$ cat src/rtl/vga_scanout_pkg.sv
// Shared raster geometry, palette and pipeline record for the VGA scanout path.
package vga_scanout_pkg;

  localparam int H_ACTIVE    = 640;
  localparam int V_ACTIVE    = 480;
  localparam int SCALE_SHIFT = 1;
  localparam int FB_W        = H_ACTIVE >> SCALE_SHIFT;
  localparam int FB_H        = V_ACTIVE >> SCALE_SHIFT;
  localparam int RD_LAT      = 2;
  localparam int PIX_W       = 2;
  localparam int ADDR_W      = 17;

  // Field order fixes the reset pattern of the alignment shift register.
  typedef struct packed {
    logic hsync;
    logic vsync;
    logic de;
    logic frame;
  } sync_t;

  localparam sync_t SYNC_IDLE = '{hsync: 1'b1, vsync: 1'b1, de: 1'b0, frame: 1'b0};

  function automatic logic [11:0] palette_lookup(input logic [PIX_W-1:0] idx);
    case (idx)
      2'd0:    return 12'h000;
      2'd1:    return 12'hFFF;
      2'd2:    return 12'hF80;
      2'd3:    return 12'h08F;
      default: return 12'h000;
    endcase
  endfunction

endpackage

$ cat src/rtl/vga_scanout_delay_line.sv
// Fixed-depth shift register with asynchronous reset to a chosen value.
module vga_scanout_delay_line #(
  parameter int               WIDTH   = 1,
  parameter int               DEPTH   = 1,
  parameter logic [WIDTH-1:0] RST_VAL = '0
) (
  input  logic             clk,
  input  logic             rst,
  input  logic [WIDTH-1:0] d,
  output logic [WIDTH-1:0] q
);

  logic [WIDTH-1:0] stage_r [DEPTH];

  // shift one stage per clock
  always_ff @(posedge clk or posedge rst) begin
    if (rst) begin
      for (int i = 0; i < DEPTH; i++) begin
        stage_r[i] <= RST_VAL;
      end
    end else begin
      stage_r[0] <= d;
      for (int i = 1; i < DEPTH; i++) begin
        stage_r[i] <= stage_r[i-1];
      end
    end
  end

  assign q = stage_r[DEPTH-1];

endmodule

$ cat src/rtl/vga_scanout.sv
// Scans the upscaled framebuffer out through the palette, keeping syncs aligned with colour.
module vga_scanout
  import vga_scanout_pkg::*;
#(
  parameter int H_ACTIVE_P    = H_ACTIVE,
  parameter int V_ACTIVE_P    = V_ACTIVE,
  parameter int SCALE_SHIFT_P = SCALE_SHIFT,
  parameter int RD_LAT_P      = RD_LAT,
  parameter int ADDR_W_P      = ADDR_W
) (
  input  logic                clk,
  input  logic                rst,
  input  logic                hsync_in,
  input  logic                vsync_in,
  input  logic                de_in,
  input  logic                frame_in,
  output logic [ADDR_W_P-1:0] fb_addr,
  output logic                fb_rd_en,
  input  logic [PIX_W-1:0]    fb_data,
  output logic                hsync,
  output logic                vsync,
  output logic [11:0]         rgb,
  output logic                frame_out
);

  localparam int PX_W = $clog2(H_ACTIVE_P);
  localparam int PY_W = $clog2(V_ACTIVE_P);
  // The pin register supplies the last stage of the total 1 + RD_LAT + 1 latency.
  localparam int SYNC_DEPTH = RD_LAT_P + 1;
  localparam logic [PX_W-1:0]     PX_MAX   = PX_W'(H_ACTIVE_P - 1);
  localparam logic [PY_W-1:0]     PY_MAX   = PY_W'(V_ACTIVE_P - 1);
  localparam logic [PY_W-1:0]     REP_MASK = PY_W'((1 << SCALE_SHIFT_P) - 1);
  localparam logic [ADDR_W_P-1:0] ROW_STEP = ADDR_W_P'(H_ACTIVE_P >> SCALE_SHIFT_P);

  logic [PX_W-1:0]     px_r;
  logic [PY_W-1:0]     py_r;
  logic [ADDR_W_P-1:0] row_base_r;
  logic                line_end_s;
  sync_t               sync_in_s;
  sync_t               sync_dly_s;

  // fb_rd_en doubles as the previous-cycle de_in for edge detection
  assign line_end_s = fb_rd_en & ~de_in;
  assign sync_in_s  = {hsync_in, vsync_in, de_in, frame_in};

  // raster position and start-of-row address
  always_ff @(posedge clk or posedge rst) begin
    if (rst) begin
      px_r       <= '0;
      py_r       <= '0;
      row_base_r <= '0;
    end else if (frame_in) begin
      px_r       <= '0;
      py_r       <= '0;
      row_base_r <= '0;
    end else if (line_end_s) begin
      px_r <= '0;
      if (py_r != PY_MAX) begin
        py_r <= py_r + PY_W'(1);
      end
      if ((py_r & REP_MASK) == REP_MASK) begin
        row_base_r <= row_base_r + ROW_STEP;
      end
    end else if (de_in && (px_r != PX_MAX)) begin
      px_r <= px_r + PX_W'(1);
    end
  end

  // framebuffer read request; address holds outside active video
  always_ff @(posedge clk or posedge rst) begin
    if (rst) begin
      fb_rd_en <= 1'b0;
      fb_addr  <= '0;
    end else begin
      fb_rd_en <= de_in;
      if (de_in) begin
        fb_addr <= row_base_r + ADDR_W_P'(px_r >> SCALE_SHIFT_P);
      end
    end
  end

  vga_scanout_delay_line #(
    .WIDTH   ($bits(sync_t)),
    .DEPTH   (SYNC_DEPTH),
    .RST_VAL (SYNC_IDLE)
  ) u_sync_dly (
    .clk (clk),
    .rst (rst),
    .d   (sync_in_s),
    .q   (sync_dly_s)
  );

  // pin register: colour and syncs leave together
  always_ff @(posedge clk or posedge rst) begin
    if (rst) begin
      hsync     <= 1'b1;
      vsync     <= 1'b1;
      frame_out <= 1'b0;
      rgb       <= 12'h000;
    end else begin
      hsync     <= sync_dly_s.hsync;
      vsync     <= sync_dly_s.vsync;
      frame_out <= sync_dly_s.frame;
      if (sync_dly_s.de) begin
        rgb <= palette_lookup(fb_data);
      end else begin
        rgb <= 12'h000;
      end
    end
  end

endmodule

$ cat config.mk
export PLATFORM = sky130hd
export DESIGN_NAME = vga_scanout
export DESIGN_NICKNAME = d
export VERILOG_FILES = /design/src/rtl/vga_scanout_pkg.sv /design/src/rtl/vga_scanout_delay_line.sv /design/src/rtl/vga_scanout.sv
export SDC_FILE = /design/constraint.sdc
export NUM_CORES = 1
export LEC_CHECK = 0
export CORE_ASPECT_RATIO = 1.25
export CORE_MARGIN = 2
export CORE_UTILIZATION = 41
export CTS_BUF_LIST = sky130_fd_sc_hd__clkbuf_16
export DETAILED_ROUTE_END_ITERATION = 6
export DONT_BUFFER_PORTS = 1
export GPL_TIMING_DRIVEN = 0
export PLACE_DENSITY = 0.59
export SLEW_MARGIN = 0
export SYNTH_ARGS = -nofsm -noshare
export SYNTH_HDL_FRONTEND = slang
export SYNTH_SLANG_ARGS = --single-unit
$ cat constraint.sdc
create_clock -name clk -period 2.9 [get_ports clk]
set_input_delay 0.58 -clock clk [delete_from_list [all_inputs] [get_ports clk]]
set_output_delay 0.58 -clock clk [all_outputs]
set_load 0.01 [all_outputs]
# Yosys cells after proc, flatten, opt, wreduce, memory -nomap -nowiden
# Index checks and enable logic that the tools add are counted.
# word_totals
memories,0
in_bits,8
word_cells,42
ram_bits,0
latchBits,0
register_bits,81
romBits,0
# op_classes
n_shift,0
bitwise_logic,2
div_mod_pow,0
n_reduce_logical,8
n_mul,0
muxes,11
eq_ne,5
magnitude_cmp,0
addsub,4
# op_table
cell,count
2-to-1 mux 17 bit,3
case mux 12 bit (4 select lines),1
2-to-1 mux 10 bit,3
2-to-1 mux 9 bit,3
adder 17 x 9 -> 17 bit,1
adder 17 x 9 -> 17 bit (second input constant),1
2-to-1 mux 12 bit,1
adder 10 x 1 -> 10 bit (second input constant),1
inequality test 10 bit (second input constant),1
adder 9 x 1 -> 9 bit (second input constant),1
inequality test 9 bit (second input constant),1
nonzero test 2 bit,3
equality test 2 bit (second input constant),2
AND reduction 2 bit,2
nonzero test 3 bit,1
equality test 2 x 1 -> 1 bit (second input constant),1
logical NOT 2 bit,1
bitwise AND 1 bit,1
logical AND 1 bit,1
inverter 1 bit,1

# Logic depth before layout (Yosys ltp)
# Gate-level depths: netlist of run 1.
# depth
ltp_word,5
mapped_depth,6
depth_no_buf,5

# Cells and area by module
# From an unflattened synthesis of run 1, not the netlist that was laid out.
# unflattened
cells_unflattened,279
hier_area_um2,3151.8
# modules_own_cells
mod,instances,cells_per_inst,seq_area_each_um2,area_each_um2
vga_scanout,1,262,1378.8,2810.2
vga_scanout_delay_line,1,17,307.8,341.6

# Least setup slack after synthesis of run 1
# OpenSTA, ideal clock, no wires.
# synth_timing
path_type,register to register
start,reg px_r[8]
end,reg fb_addr[14]
arrival_time_ns,1.766
path_slack_ns,1.052
path_buffers,0
path_stages_with_launch,6
required_ns,2.818
path_cell_list,dfrtp_1 ha_1 a211oi_1 nor3_1 a21o_1 a31oi_1
# synth_between
elab_chain_cells,1
# synth_rtl
item,line,source
"start, declared",vga_scanout.sv:35,logic [PX_W-1:0] px_r;
"start signal, assigned",vga_scanout.sv:65,px_r <= px_r + PX_W'(1);
adder 17 x 9 -> 17 bit,vga_scanout.sv:77,fb_addr <= row_base_r + ADDR_W_P'(px_r >> SCALE_SHIFT_P);
"end signal, assigned",vga_scanout.sv:77,
"end, declared",vga_scanout.sv:17,"output logic [ADDR_W_P-1:0] fb_addr,"
# No other way between the ends.
# A chain may end at the register's enable or synchronous reset.

# Final worst setup path of run 1
# Same ends and word-level chain as after synthesis.

==> flow_summary.toml, run 1 <==
[finish]
diodes = 0
finish.utilization_pct = 47.38
drive_above_1_share_pct = 16.27
fin_cells = 387
layout.nets = 308
syn_to_final_growth_pct = 13.11

[floorplan]
die_h_um = 100.4
core_area_um2 = 7269
initial_core_util_pct = 41.89
dieWidth_um = 81.09
ioPinCount = 41
num_rows = 35
die_area_um2 = 8138

[setup_path]
crit_path_max_fanout = 7
r2r_setup_slack_ns = 0.81
worstPathRequired_ns = 3.15
ff2ff_path_depth = 5
critPathKind = "reg2reg"
timing.rr.end = "fb_addr[14]"
cp.arrival_ns = 2.34
start_kind = "register"
r2r_start = "px_r[8]"
end_kind = "register"

[timing]
worst_pin_slew_ns = 0.7739
drv_slew = 0
maxSlewHeadroom_pct = 48.09
finClkSkew_ns = 0.007873
max_freq_ghz = 0.4775
rsz0062_at_grt = "no"
fin_ws_ns = 0.8059
final_hold_viol_count = 0
setup_viol_count_final = 0
min_period_ns = 2.094
period_share_pct = 72.21

[job]
cap_violations = 0

[placement]
routabilityCongestion = 0.8270
dp_cells = 371
dp_slack_ns = 0.7949
port_buffers = 0
dpl.hpwl_um = 4025

[yosys]
ys_types = 50
synthCells = 278
syn_nets = 296
synth_area_leaders = "dfrtp_1 (48%), dfstp_2 (6.9%), ha_1 (4.1%)"
avgSynthCellArea_um2 = 10.95
async_flop_share_pct = 100.0
synthFlopType = "dfrtp_1"
synth_top_area_cell = "dfrtp_1"
synth_seq_cells = 66
syn_area_um2 = 3045
synth_edf_count = 0
seq_area_frac_synth_pct = 54.56
yosysWarningCount = 0
synth_top_area_share_pct = 47.66

[drt]
routedWlPerCell_um = 14.95
ant_nets = 0
vias_per_cell = 5.447
route.vias.total = 2108
dr.pass1.iters = 4
drcViolationCount = 0
wl_um = 5787
drt-initial-drc-count = 115

[power_and_ir_drop]
leakagePower_uw = 0.001527
ir_drop_mv = 0.3229
p_total_uw = 2032
powerDensity_nw_per_um2 = 589.9

[worst_hold_path]
hp-class = "in2async"

[grt]
antenna_found_initial = 0
gr-usage-all-layers_pct = 15.95
grt_pass1_wl_um = 9908
grt_pass1_vias = 2175
grt_max_degree = 38
grt.overflow.total = 0

[cts]
cts_sinks = 66
cts_made_buffers = 9
ctsHtreeMaxLevel = 3
cts_resized = 0
cts_buffer_depth = 2
cts_tree = "done"
clockRootBuffer = "clkbuf_16"
cts.clk_slew.worst_paths_ns = 0.05
cts_setup_buffers = 0
cts_hold_buf = 0
clk_latency_ns = 0.33

[outcome]
status = "finished, final reports clean"
metal layers:
layer,global-route usage [%],share of wire [%],vias to the layer above
li1,-,-,1009
met1,18.19,42,1038
met2,27.27,52,49
met3,3.867,4.2,12
met4,8.344,2.1,0
met5,0,0,-
worst max-delay path by stage:
stage	startpoint	end	slack, ns
final	px_r[8]	fb_addr[14]	0.81
after global routing	px_r[8]	fb_addr[14]	0.66
after CTS	px_r[8]	fb_addr[14]	0.78
after detailed placement	px_r[8]	fb_addr[14]	0.79
after global placement	rst	rgb[3]	-0.01
after floorplan	rst	fb_addr[0]	0.68
worst max-delay path: stages (launching register included):
cell and delay (ns):
dfrtp_1 0.41, ha_1 0.35, a211oi_1 0.69, nor3_1 0.20, a21o_1 0.23, a31oi_1 0.14
power by group:
| group | leakage, uW | total [uW] | internal, uW | switching, uW |
|---|---|---|---|---|
| registers | 0.000860 | 985 | 956 | 29.5 |
| clock network | 0.000134 | 949 | 568 | 381 |
| logic | 0.000533 | 98.0 | 34.9 | 63.1 |
per-stage QoR:
| step | hold WS, ns | setup TNS, ns | area (um2) |
|---|---|---|---|
| 2_1_floorplan | 0.3312 | 0 | 3045 |
| 3_3_place_gp | 0.3357 | -0.5127 | 3161 |
| 3_5_place_dp | 0.3396 | 0 | 3181 |
| 4_1_cts | 0.2401 | 0 | 3445 |
| 5_1_grt | 0.2367 | 0 | 3445 |
| 6_report | 0.2219 | 0 | 3445 |
final cells by class:
cell class | instances | area, um2
timing repair buffer | 1 | 20.02
tap | 92 | 115.1
buffer | 18 | 98.84
sequential | 66 | 1662
clock buffer | 9 | 225.2
clock inverter | 7 | 38.79
fill | 681 | 3825
multi-input combinational | 186 | 1255
inverter | 8 | 30.03
cells in the mapped netlist, drive strengths merged, types with 5 or more instances:
cell    number
xor2        10
a21oi       15
clkbuf       9
nor2        29
ha          10
xnor2       11
o21ai       11
nand2       13
mux2         8
nor3         7
o211ai       5
buf          9
inv          8
nand4        5
nand3        6
dfstp        8
and2         5
dfrtp       58
nor2b        5
kinds of logic after synthesis:
logic type	share of synthesized area [%]
mux	3.944
simple gates	16.15
flops	54.56
xor+xnor	6.039
fa+ha+maj	4.108
compound gates	10.97
buf+inv	4.232
registers in the layout (all words and copies together) (netlist names):
name,cells
fb_addr,17
row_base_r,11
px_r,10
py_r,9
u_sync_dly.stage_r,8
rgb,4
u_sync_dly.q,4
frame_out,1
hsync,1
vsync,1
cells in the final DEF (no fill, tap or decap), types with 2 or more instances in the layout:
master     instances
o211ai_1           5
xor2_1            10
and2_1             5
ha_1              10
and3_1             4
clkinv_2           3
nor3b_1            2
nand3_1            6
nor2_1            29
and4_1             2
mux2i_1            3
a21oi_1           15
nand4_1            5
o21ai_0           10
buf_4              8
o2111ai_1          4
nor4_1             2
clkbuf_1           8
and4_2             2
dfstp_2            8
nor3_1             7
a31oi_1            4
mux2_2             8
xnor2_1           11
clkbuf_16          9
or4_1              2
nand2_1           12
o31ai_1            3
dfrtp_1           58
a21o_1             2
nor2b_1            5
inv_1              8
Note: power is estimated with default switching activity, not from simulation.
==> run 2: changes to the inputs <==
- clock period: 2.9 -> 2.1 ns (I/O delays scaled with it)
==> run 2 against run 1 <==
Against the previous run: clock skew about the same; wire length about the same; first-iteration DRC count is 0.87% lower; critical path type unchanged; combinational power is 38% higher; final cell count is the same; register-to-register slack worse by 0.59 ns; sequential power increased by 38%; count of clock-buffer cells in the layout unchanged.
==> flow_summary.toml, run 2 (synthesis results as in run 1) <==
[outcome]
status = "finished, final reports clean"

[finish]
layout.nets = 308
layout_common_cells = "dfrtp_1 (58), nor2_1 (29), a21oi_1 (15)"
diodes = 0
syn_to_final_growth_pct = 13.27
finish.utilization_pct = 47.45
drive_above_1_share_pct = 16.61
final_common_cell = "dfrtp_1"
largest_reg_flops = 17
fin_cells = 387
regMostFlops = "fb_addr"
biggestRegsByFlops = "fb_addr x17, row_base_r x11, px_r x10"

[cts]
cts_tree = "done"
cts.clk_slew.worst_paths_ns = 0.05
cts_setup_buffers = 0
cts_buffer_depth = 2
cts_made_buffers = 9
cts_resized = 1
ctsHtreeMaxLevel = 3
clk_latency_ns = 0.33
clockRootBuffer = "clkbuf_16"
cts_sinks = 66
cts_hold_buf = 0

[drt]
wl_um = 5788
routedWlPerCell_um = 14.96
route.vias.total = 2105
dr.pass1.iters = 4
drt-initial-drc-count = 114
vias_per_cell = 5.439
ant_nets = 0
drcViolationCount = 0

[grt]
gr-usage-all-layers_pct = 15.97
grt_pass1_vias = 2174
grt_pass1_wl_um = 9922
antenna_found_initial = 0
grt.overflow.total = 0
grt_max_degree = 38

[setup_path]
critPathKind = "reg2reg"
start_kind = "register"
crit_path_max_fanout = 7
end_kind = "register"
ff2ff_path_depth = 5
r2r_setup_slack_ns = 0.21
worstPathRequired_ns = 2.31
timing.rr.end = "py_r[2]"
r2r_start = "py_r[0]"
cp.arrival_ns = 2.10

[timing]
worst_pin_slew_ns = 0.6337
fin_setup_tns_ns = 0
setup_viol_count_final = 0
min_period_ns = 1.888
period_share_pct = 89.90
max_freq_ghz = 0.5297
maxSlewHeadroom_pct = 57.69
drv_slew = 0
finClkSkew_ns = 0.008157
rsz0062_at_grt = "no"
final_hold_viol_count = 0

[placement]
dpl.hpwl_um = 4025
dp_cells = 371
routabilityCongestion = 0.8270
port_buffers = 0

[power_and_ir_drop]
powerDensity_nw_per_um2 = 813.2
p_total_uw = 2805
ir_drop_mv = 0.4468
leakagePower_uw = 0.001528

[floorplan]
die_area_um2 = 8138
core_area_um2 = 7269
dieWidth_um = 81.09
initial_core_util_pct = 41.89
ioPinCount = 41
num_rows = 35
die_h_um = 100.4

[job]
cap_violations = 0

[worst_hold_path]
hp-class = "in2async"
## run 2: cell counts in the layout (fill, tap and decap cells not counted)
Identical to the previous run, type by type.
## run 2: where the power goes
part | switching (uW) | internal [uW]
logic | 87.0 | 48.3
clock network | 525 | 784
registers | 40.8 | 1320
total | 653 | 2150
## run 2: metrics by stage
| step | instance area, um2 | setup WS [ns] | hold slack (ns) |
|---|---|---|---|
| final | 3450 | 0.2122 | 0.06272 |
| after global routing | 3450 | 0.04683 | 0.07669 |
| after CTS | 3450 | 0.2244 | 0.08009 |
| after detailed placement | 3181 | -0.005118 | 0.3396 |
| after global placement | 3161 | -0.6534 | 0.3357 |
| after floorplan | 3045 | 0.03843 | 0.3312 |
## run 2: how the worst max path moves through the flow
stage | startpoint | endpoint | slack, ns
floorplan | rst | fb_addr[0] | 0.04
finish | py_r[0] | py_r[2] | 0.21
detailed placement | px_r[8] | fb_addr[14] | -0.005
CTS | py_r[0] | py_r[2] | 0.22
global placement | rst | rgb[3] | -0.65
global route | py_r[0] | py_r[2] | 0.05
## run 2: cell type report
type                    instances  area (um2)
plain buffers                  18       98.84
clock buffers                   9       225.2
clock inverters                 7       38.79
fillers                       680        3820
inverters                       8       30.03
multi-input cells             186        1260
flip-flops and latches         66        1662
well taps                      92       115.1
repair buffers                  1       20.02
## run 2: layer usage
metal  wire (um)  track usage (%)  vias up
li1            -                -     1009
met1        2412            18.25     1035
met2        3022            27.27       51
met3         244            3.867       10
met4         108            8.344        0
met5           0                0        -
## run 2: worst max-delay path, stage by stage, from the launching register on
cell and delay (ns):
dfrtp_1 0.45, ha_1 0.27, and4_1 0.25, a32oi_1 0.38, o21ai_0 0.16, a22o_1 0.26
